**src/rtl/fetch_prefetch_pkg.sv**
```systemverilog
// Shared types and constants for the instruction fetch front-end.
// Holds the prefetch queue entry layout used by the queue and the top level.
package fetch_prefetch_pkg;

    localparam int XLEN = 32;

    localparam logic [XLEN-1:0] RESET_PC_DEF = 32'h0000_0000;
    localparam logic [XLEN-1:0] INST_NOP     = 32'h0000_0013;

    typedef struct packed {
        logic [XLEN-1:0] pc;
        logic [XLEN-1:0] inst;
        logic            filled;
    } entry_t;

endpackage

```
**src/rtl/fetch_queue.sv**
```systemverilog
// Circular prefetch buffer with separate alloc (tail), fill and pop (head)
// pointers; each pointer carries a wrap bit so full and empty stay distinct.
module fetch_queue
    import fetch_prefetch_pkg::*;
#(
    parameter int DEPTH = 4,
    localparam int PW = $clog2(DEPTH)
) (
    input  logic            clk_i,
    input  logic            rst_ni,
    input  logic            flush_i,
    input  logic            push_i,
    input  logic [XLEN-1:0] push_pc_i,
    input  logic            fill_i,
    input  logic [XLEN-1:0] fill_data_i,
    input  logic            pop_i,
    output logic [PW:0]     alloc_cnt_o,
    output logic [PW:0]     unfilled_cnt_o,
    output logic            head_filled_o,
    output logic [XLEN-1:0] head_pc_o,
    output logic [XLEN-1:0] head_inst_o
);

    entry_t      ent_q [DEPTH];
    logic [PW:0] head_q;
    logic [PW:0] fill_q;
    logic [PW:0] tail_q;
    logic        do_fill;
    entry_t      head;

    assign alloc_cnt_o    = tail_q - head_q;
    assign unfilled_cnt_o = tail_q - fill_q;
    assign do_fill        = fill_i && (fill_q != tail_q);
    assign head           = ent_q[head_q[PW-1:0]];
    assign head_filled_o  = (alloc_cnt_o != '0) && head.filled;
    assign head_pc_o      = head.pc;
    assign head_inst_o    = head.inst;

    // Flush only moves the pointers; stale storage is masked by alloc_cnt.
    always_ff @(posedge clk_i or negedge rst_ni) begin
        if (!rst_ni) begin
            head_q <= '0;
            fill_q <= '0;
            tail_q <= '0;
            for (int i = 0; i < DEPTH; i++) begin
                ent_q[i] <= '0;
            end
        end else if (flush_i) begin
            head_q <= tail_q;
            fill_q <= tail_q;
        end else begin
            if (push_i) begin
                ent_q[tail_q[PW-1:0]] <= '{pc: push_pc_i, inst: INST_NOP, filled: 1'b0};
                tail_q <= tail_q + 1'b1;
            end
            if (do_fill) begin
                ent_q[fill_q[PW-1:0]].inst   <= fill_data_i;
                ent_q[fill_q[PW-1:0]].filled <= 1'b1;
                fill_q <= fill_q + 1'b1;
            end
            if (pop_i) begin
                head_q <= head_q + 1'b1;
            end
        end
    end

endmodule

```
**src/rtl/fetch_prefetch.sv**
```systemverilog
// Fetch front-end: owns the fetch PC, issues word reads to instruction memory
// and hands buffered instructions to the core; redirects flush and refetch.
module fetch_prefetch
    import fetch_prefetch_pkg::*;
#(
    parameter int              DEPTH    = 4,
    parameter logic [XLEN-1:0] RESET_PC = RESET_PC_DEF
) (
    input  logic            clk,
    input  logic            rst,
    input  logic            redirect_valid,
    input  logic [XLEN-1:0] redirect_pc,
    output logic            imem_req_valid,
    input  logic            imem_req_ready,
    output logic [XLEN-1:0] imem_req_addr,
    input  logic            imem_rsp_valid,
    input  logic [XLEN-1:0] imem_rsp_data,
    output logic            inst_valid,
    input  logic            inst_ready,
    output logic [XLEN-1:0] inst,
    output logic [XLEN-1:0] inst_pc
);

    localparam int CW = $clog2(DEPTH) + 1;

    logic [XLEN-1:0] fetch_pc_q;
    logic [XLEN-1:0] fetch_pc_d;
    logic [CW-1:0]   drop_q;
    logic [CW-1:0]   drop_d;
    logic            run_q;
    logic [CW-1:0]   alloc_cnt;
    logic [CW-1:0]   unfilled_cnt;
    logic [CW:0]     inflight;
    logic            accept;
    logic            rsp_drop;
    logic            rsp_live;
    logic            head_filled;

    assign inflight       = {1'b0, alloc_cnt} + {1'b0, drop_q};
    assign imem_req_valid = run_q && (inflight < (CW+1)'(DEPTH));
    assign imem_req_addr  = fetch_pc_q;
    assign accept         = imem_req_valid && imem_req_ready;
    assign rsp_drop       = imem_rsp_valid && (drop_q != '0);
    assign rsp_live       = imem_rsp_valid && (drop_q == '0) && (unfilled_cnt != '0);
    assign inst_valid     = head_filled;

    fetch_queue #(
        .DEPTH(DEPTH)
    ) u_queue (
        .clk_i         (clk),
        .rst_ni        (rst),
        .flush_i       (redirect_valid),
        .push_i        (accept && !redirect_valid),
        .push_pc_i     (fetch_pc_q),
        .fill_i        (rsp_live && !redirect_valid),
        .fill_data_i   (imem_rsp_data),
        .pop_i         (inst_valid && inst_ready),
        .alloc_cnt_o   (alloc_cnt),
        .unfilled_cnt_o(unfilled_cnt),
        .head_filled_o (head_filled),
        .head_pc_o     (inst_pc),
        .head_inst_o   (inst)
    );

    // Everything not yet filled becomes a response to discard after a redirect.
    always_comb begin
        fetch_pc_d = fetch_pc_q;
        drop_d     = drop_q;
        if (redirect_valid) begin
            fetch_pc_d = {redirect_pc[XLEN-1:2], 2'b00};
            drop_d     = drop_q + unfilled_cnt + CW'(accept)
                       - CW'(rsp_drop || rsp_live);
        end else begin
            if (accept) begin
                fetch_pc_d = fetch_pc_q + XLEN'(4);
            end
            if (rsp_drop) begin
                drop_d = drop_q - 1'b1;
            end
        end
    end

    always_ff @(posedge clk or negedge rst) begin
        if (!rst) begin
            fetch_pc_q <= RESET_PC;
            drop_q     <= '0;
            run_q      <= 1'b0;
        end else begin
            fetch_pc_q <= fetch_pc_d;
            drop_q     <= drop_d;
            run_q      <= 1'b1;
        end
    end

    assert property (@(posedge clk) disable iff (!rst)
        imem_rsp_valid |-> (drop_q != '0 || unfilled_cnt != '0));

    assert property (@(posedge clk) disable iff (!rst)
        inflight <= (CW+1)'(DEPTH));

endmodule

```
**config.mk**
```make
export PLATFORM = sky130hd
export DESIGN_NAME = fetch_prefetch
export DESIGN_NICKNAME = d
export VERILOG_FILES = /design/src/rtl/fetch_prefetch_pkg.sv /design/src/rtl/fetch_queue.sv /design/src/rtl/fetch_prefetch.sv
export SDC_FILE = /design/constraint.sdc
export NUM_CORES = 1
export LEC_CHECK = 0
export ABC_CLOCK_PERIOD_IN_PS = 15300
export CAP_MARGIN = 30
export CORE_MARGIN = 2
export CORE_UTILIZATION = 35
export CTS_CLUSTER_SIZE = 12
export DETAILED_ROUTE_END_ITERATION = 10
export HOLD_SLACK_MARGIN = 0.08
export PLACE_DENSITY = 0.59
export SLEW_MARGIN = 20
export SYNTH_ARGS = -nofsm -noshare
export SYNTH_HDL_FRONTEND = slang
export SYNTH_SLANG_ARGS = --single-unit
```
**constraint.sdc**
```tcl
create_clock -name clk -period 15.3 [get_ports clk]
set_clock_uncertainty 0.05 [all_clocks]
set_input_delay 3.06 -clock clk [delete_from_list [all_inputs] [get_ports clk]]
set_output_delay 3.06 -clock clk [all_outputs]
set_load 0.01 [all_outputs]
```
==> results.env <==
OUTCOME='completed'
WORST-ENDPOINT-REQUIRED_NS=12.19
STDCELL_AREA_UM2=17900
FINALSETUPVIOLATIONS=0
MAX_CAP_VIOL=0
CRIT_FANOUT=21
DRT-INITIAL-DRC-COUNT=768
CLOCK-SINKS=295
CRITPATHARRIVALTIME_NS=3.96
PLACE.PORT_BUFFERS=161
CLOCK_TREE.ROOT_CELL='sky130_fd_sc_hd__clkbuf_16'
AREA_DELTA_SYNTH_FINAL_PCT=22.5
FIRST_GLOBAL_VIAS=10700
SYNTH-MAIN-FF-CELL='sky130_fd_sc_hd__dfrtp_1'
FP.DIEAREA_UM2=43400
TRITONCTS='done'
POSTCTSHOLDBUFS=0
POST-CTS-SETUP-BUFFER-COUNT=0
FMAX_GHz=0.141
NUMBER_OF_NETS_IN_THE_LAYOUT=1353
TIMING.FINAL.MAX_SLEW_VIOLATIONS=0
WORST_SLEW_PIN_SLEW_NS=0.883
AVGSYNTHCELLAREA_UM2=12.7
YOSYS_REGISTER_BITS=295
SYNTH-EDFF-COUNT=0
VIA_PER_INST=5.67
HOLD_CLASS='register to register'
CLOCK_PATH_BUFFERS=3
GRT_OVERFLOW=0
FP.DIEW_UM=208
MAPPEDNETLISTAREA_UM2=14600
DRT_FIRST_PASS_ITERS=5
TOTALNEGATIVESETUPSLACK_NS=0
FP.DIEH_UM=208
SYNTH.YOSYS.SEQ_AREA_SHARE_PCT=50.5
CLK_LATENCY_NS=0.54
POSTSYNTH.ASYNCRESETSHARE_PCT=100
R2R_CELLS=16
PIN_COUNT=168
GP_CONGESTION=0.746
FINAL_LAYOUT_SIZE_SUFFIX_GT1_SHARE_PCT=31.1
SLEW_HEADROOM_PCT=40.9
HOLD-WORST-SLACK_NS=0.451
DP_HPWL_MM=24.0
LEAKAGEPOWER_nW=8.12
NUM_ROWS=74
MIN_DELAY_PATH_DEPTH=1
CTS_REPAIR_RESIZE_COUNT=0
GRT_SETUP_UNREPAIRED='false'
CORE_REGION_UM2=41000
START_UTIL_PCT=35.6
GR-USAGE-ALL-LAYERS_PCT=18.5
CTSHTREEMAXLEVEL=2
P_TOTAL_W=0.00351
SYNTH_CELL_TYPE_COUNT=56
ENDPOINT_KIND='output port'
TOTAL_WIRELENGTH_OF_THE_DETAILED_ROUTED_DESIGN_MM=40.1
GRT_PASS1_WL_MM=63.2
POWER_PER_CELL_AREA_nW_PER_UM2=196
GRT_MAX_DEGREE=94
WL_PER_CELL_UM=22.1
ANT_NETS=0
SYNTHESIS.YOSYS.WARNINGS=0
SYN_INST=1147
GRT_ANTENNA_BEFORE_REPAIR=1
DPL-INSTANCE-AREA_UM2=16700
TIMING.SETUP.CRITICAL_PATH_CLASS='register to output port'
VIA_COUNT=10300
FINAL-HOLD-VIOLATION-COUNT=0
IRDROPWORSTVDD_uV=86.6
TRITONCTS.NUM_BUFFERS=36
POST-ROUTE-PERIOD-UTIL_PCT=46.2
CRIT_PATH_START_KIND='register'
CLK_PIN_SLEW_WORST_SETUP_HOLD_PATHS_NS=0.06
DRC=0
FINAL.MIN_CLOCK_PERIOD_NS=7.07
==> path summary, 6_finish.rpt <==
path,end,start,slack [ns]
worst min register to register,u_queue.ent_q[111],u_queue.ent_q[111],0.45
min in group asynchronous,u_queue.ent_q[107],rst,2.51
worst min-delay path,u_queue.ent_q[111],u_queue.ent_q[111],0.45
worst max-delay path,imem_req_valid,u_queue.head_q[0],8.23
worst max register to register,drop_q[2],u_queue.head_q[0],9.96
max in group asynchronous,u_queue.ent_q[189],rst,11.40
==> layer usage <==
metal  global-route usage (%)  up-vias  wire (um)
met3                     3.32       60       1850
met4                     6.50        0        960
li1                         -     4571          -
met2                     30.4      236      19500
met1                     24.7     5436      17800
met5                        0        -          0
==> critical path, stage by stage, from the launching register on <==
cell and delay, ns:
sky130_fd_sc_hd__dfrtp_4 0.66, sky130_fd_sc_hd__ha_1 0.22, sky130_fd_sc_hd__inv_1 0.05, sky130_fd_sc_hd__fa_1 0.43, sky130_fd_sc_hd__xnor3_1 0.32, sky130_fd_sc_hd__ha_1 0.28, sky130_fd_sc_hd__or4b_1 0.70, sky130_fd_sc_hd__nor2_1 0.21
sky130_fd_sc_hd__clkdlybuf4s50_1 0.56
==> synthesized netlist by cell type (all sizes together) (15+ instances only) <==
cell | count | share of area, %
nor2 | 20 | 0.51
o21ai | 19 | 0.65
nand2 | 27 | 0.69
a31o | 116 | 7.0
clkbuf | 77 | 2.0
and3 | 118 | 5.1
ha | 19 | 1.6
buf | 37 | 1.4
nand3 | 21 | 0.72
mux2 | 123 | 9.5
dfrtp | 295 | 51
inv | 25 | 0.64
a31oi | 17 | 0.73
mux4 | 63 | 9.7
or4 | 15 | 0.80
==> final cells by class <==
class                   instances  area (um2)
clock buffers                  52        1040
well taps                     532         666
clock inverters                10        91.3
fillers                      3778       23100
inverters                      26        97.6
diodes                          1        2.50
repair buffers                186        1930
flip-flops and latches        295        7390
multi-input cells             715        6680
==> power breakdown <==
| part | leakage, nW | internal (W) | switching, W | total [W] |
|---|---|---|---|---|
| clock | 0.553 | 0.000490 | 0.000334 | 0.000824 |
| sequential | 3.84 | 0.00109 | 0.000220 | 0.00131 |
| combinational | 3.73 | 0.000798 | 0.000582 | 0.00138 |
==> layout by cell type, fill, tap and decap left out, drive strengths merged, types with 13 or more instances in the layout <==
master	instances
o21ai	19
mux4	63
a31oi	17
nand2	27
clkbuf	52
and3	118
nor2	20
xnor2	13
dfrtp	295
nand3	21
inv	27
nand3b	13
ha	19
a31o	116
clkdlybuf4s50	159
mux2	123
or4	15
buf	27
==> logic make-up after synthesis <==
logic type / synth area share, %
buf+inv: 4.08
fa+ha+maj: 2.18
other cells: 0.0514
mux: 19.5
flops: 50.5
xor+xnor: 1.21
compound gates: 11.2
simple gates: 11.3
==> through the flow <==
stage          util (%)  instances  setup WS [ns]
2_1_floorplan         -       1150           9.24
3_3_place_gp       40.4       1746           8.77
3_5_place_dp       40.7       1752           8.77
4_1_cts            43.5       1814           8.16
5_1_grt            43.6       1817           8.06
6_report           43.6       1817           8.23
==> registers in the layout (all words and copies together), names as in the netlist <==
signal,flops
u_queue.head_q,3
run_q,1
imem_req_addr,30
u_queue.fill_q,3
u_queue.ent_q,252
u_queue.tail_q,3
drop_q,3
No activity file was read; power rests on OpenSTA's default activity.
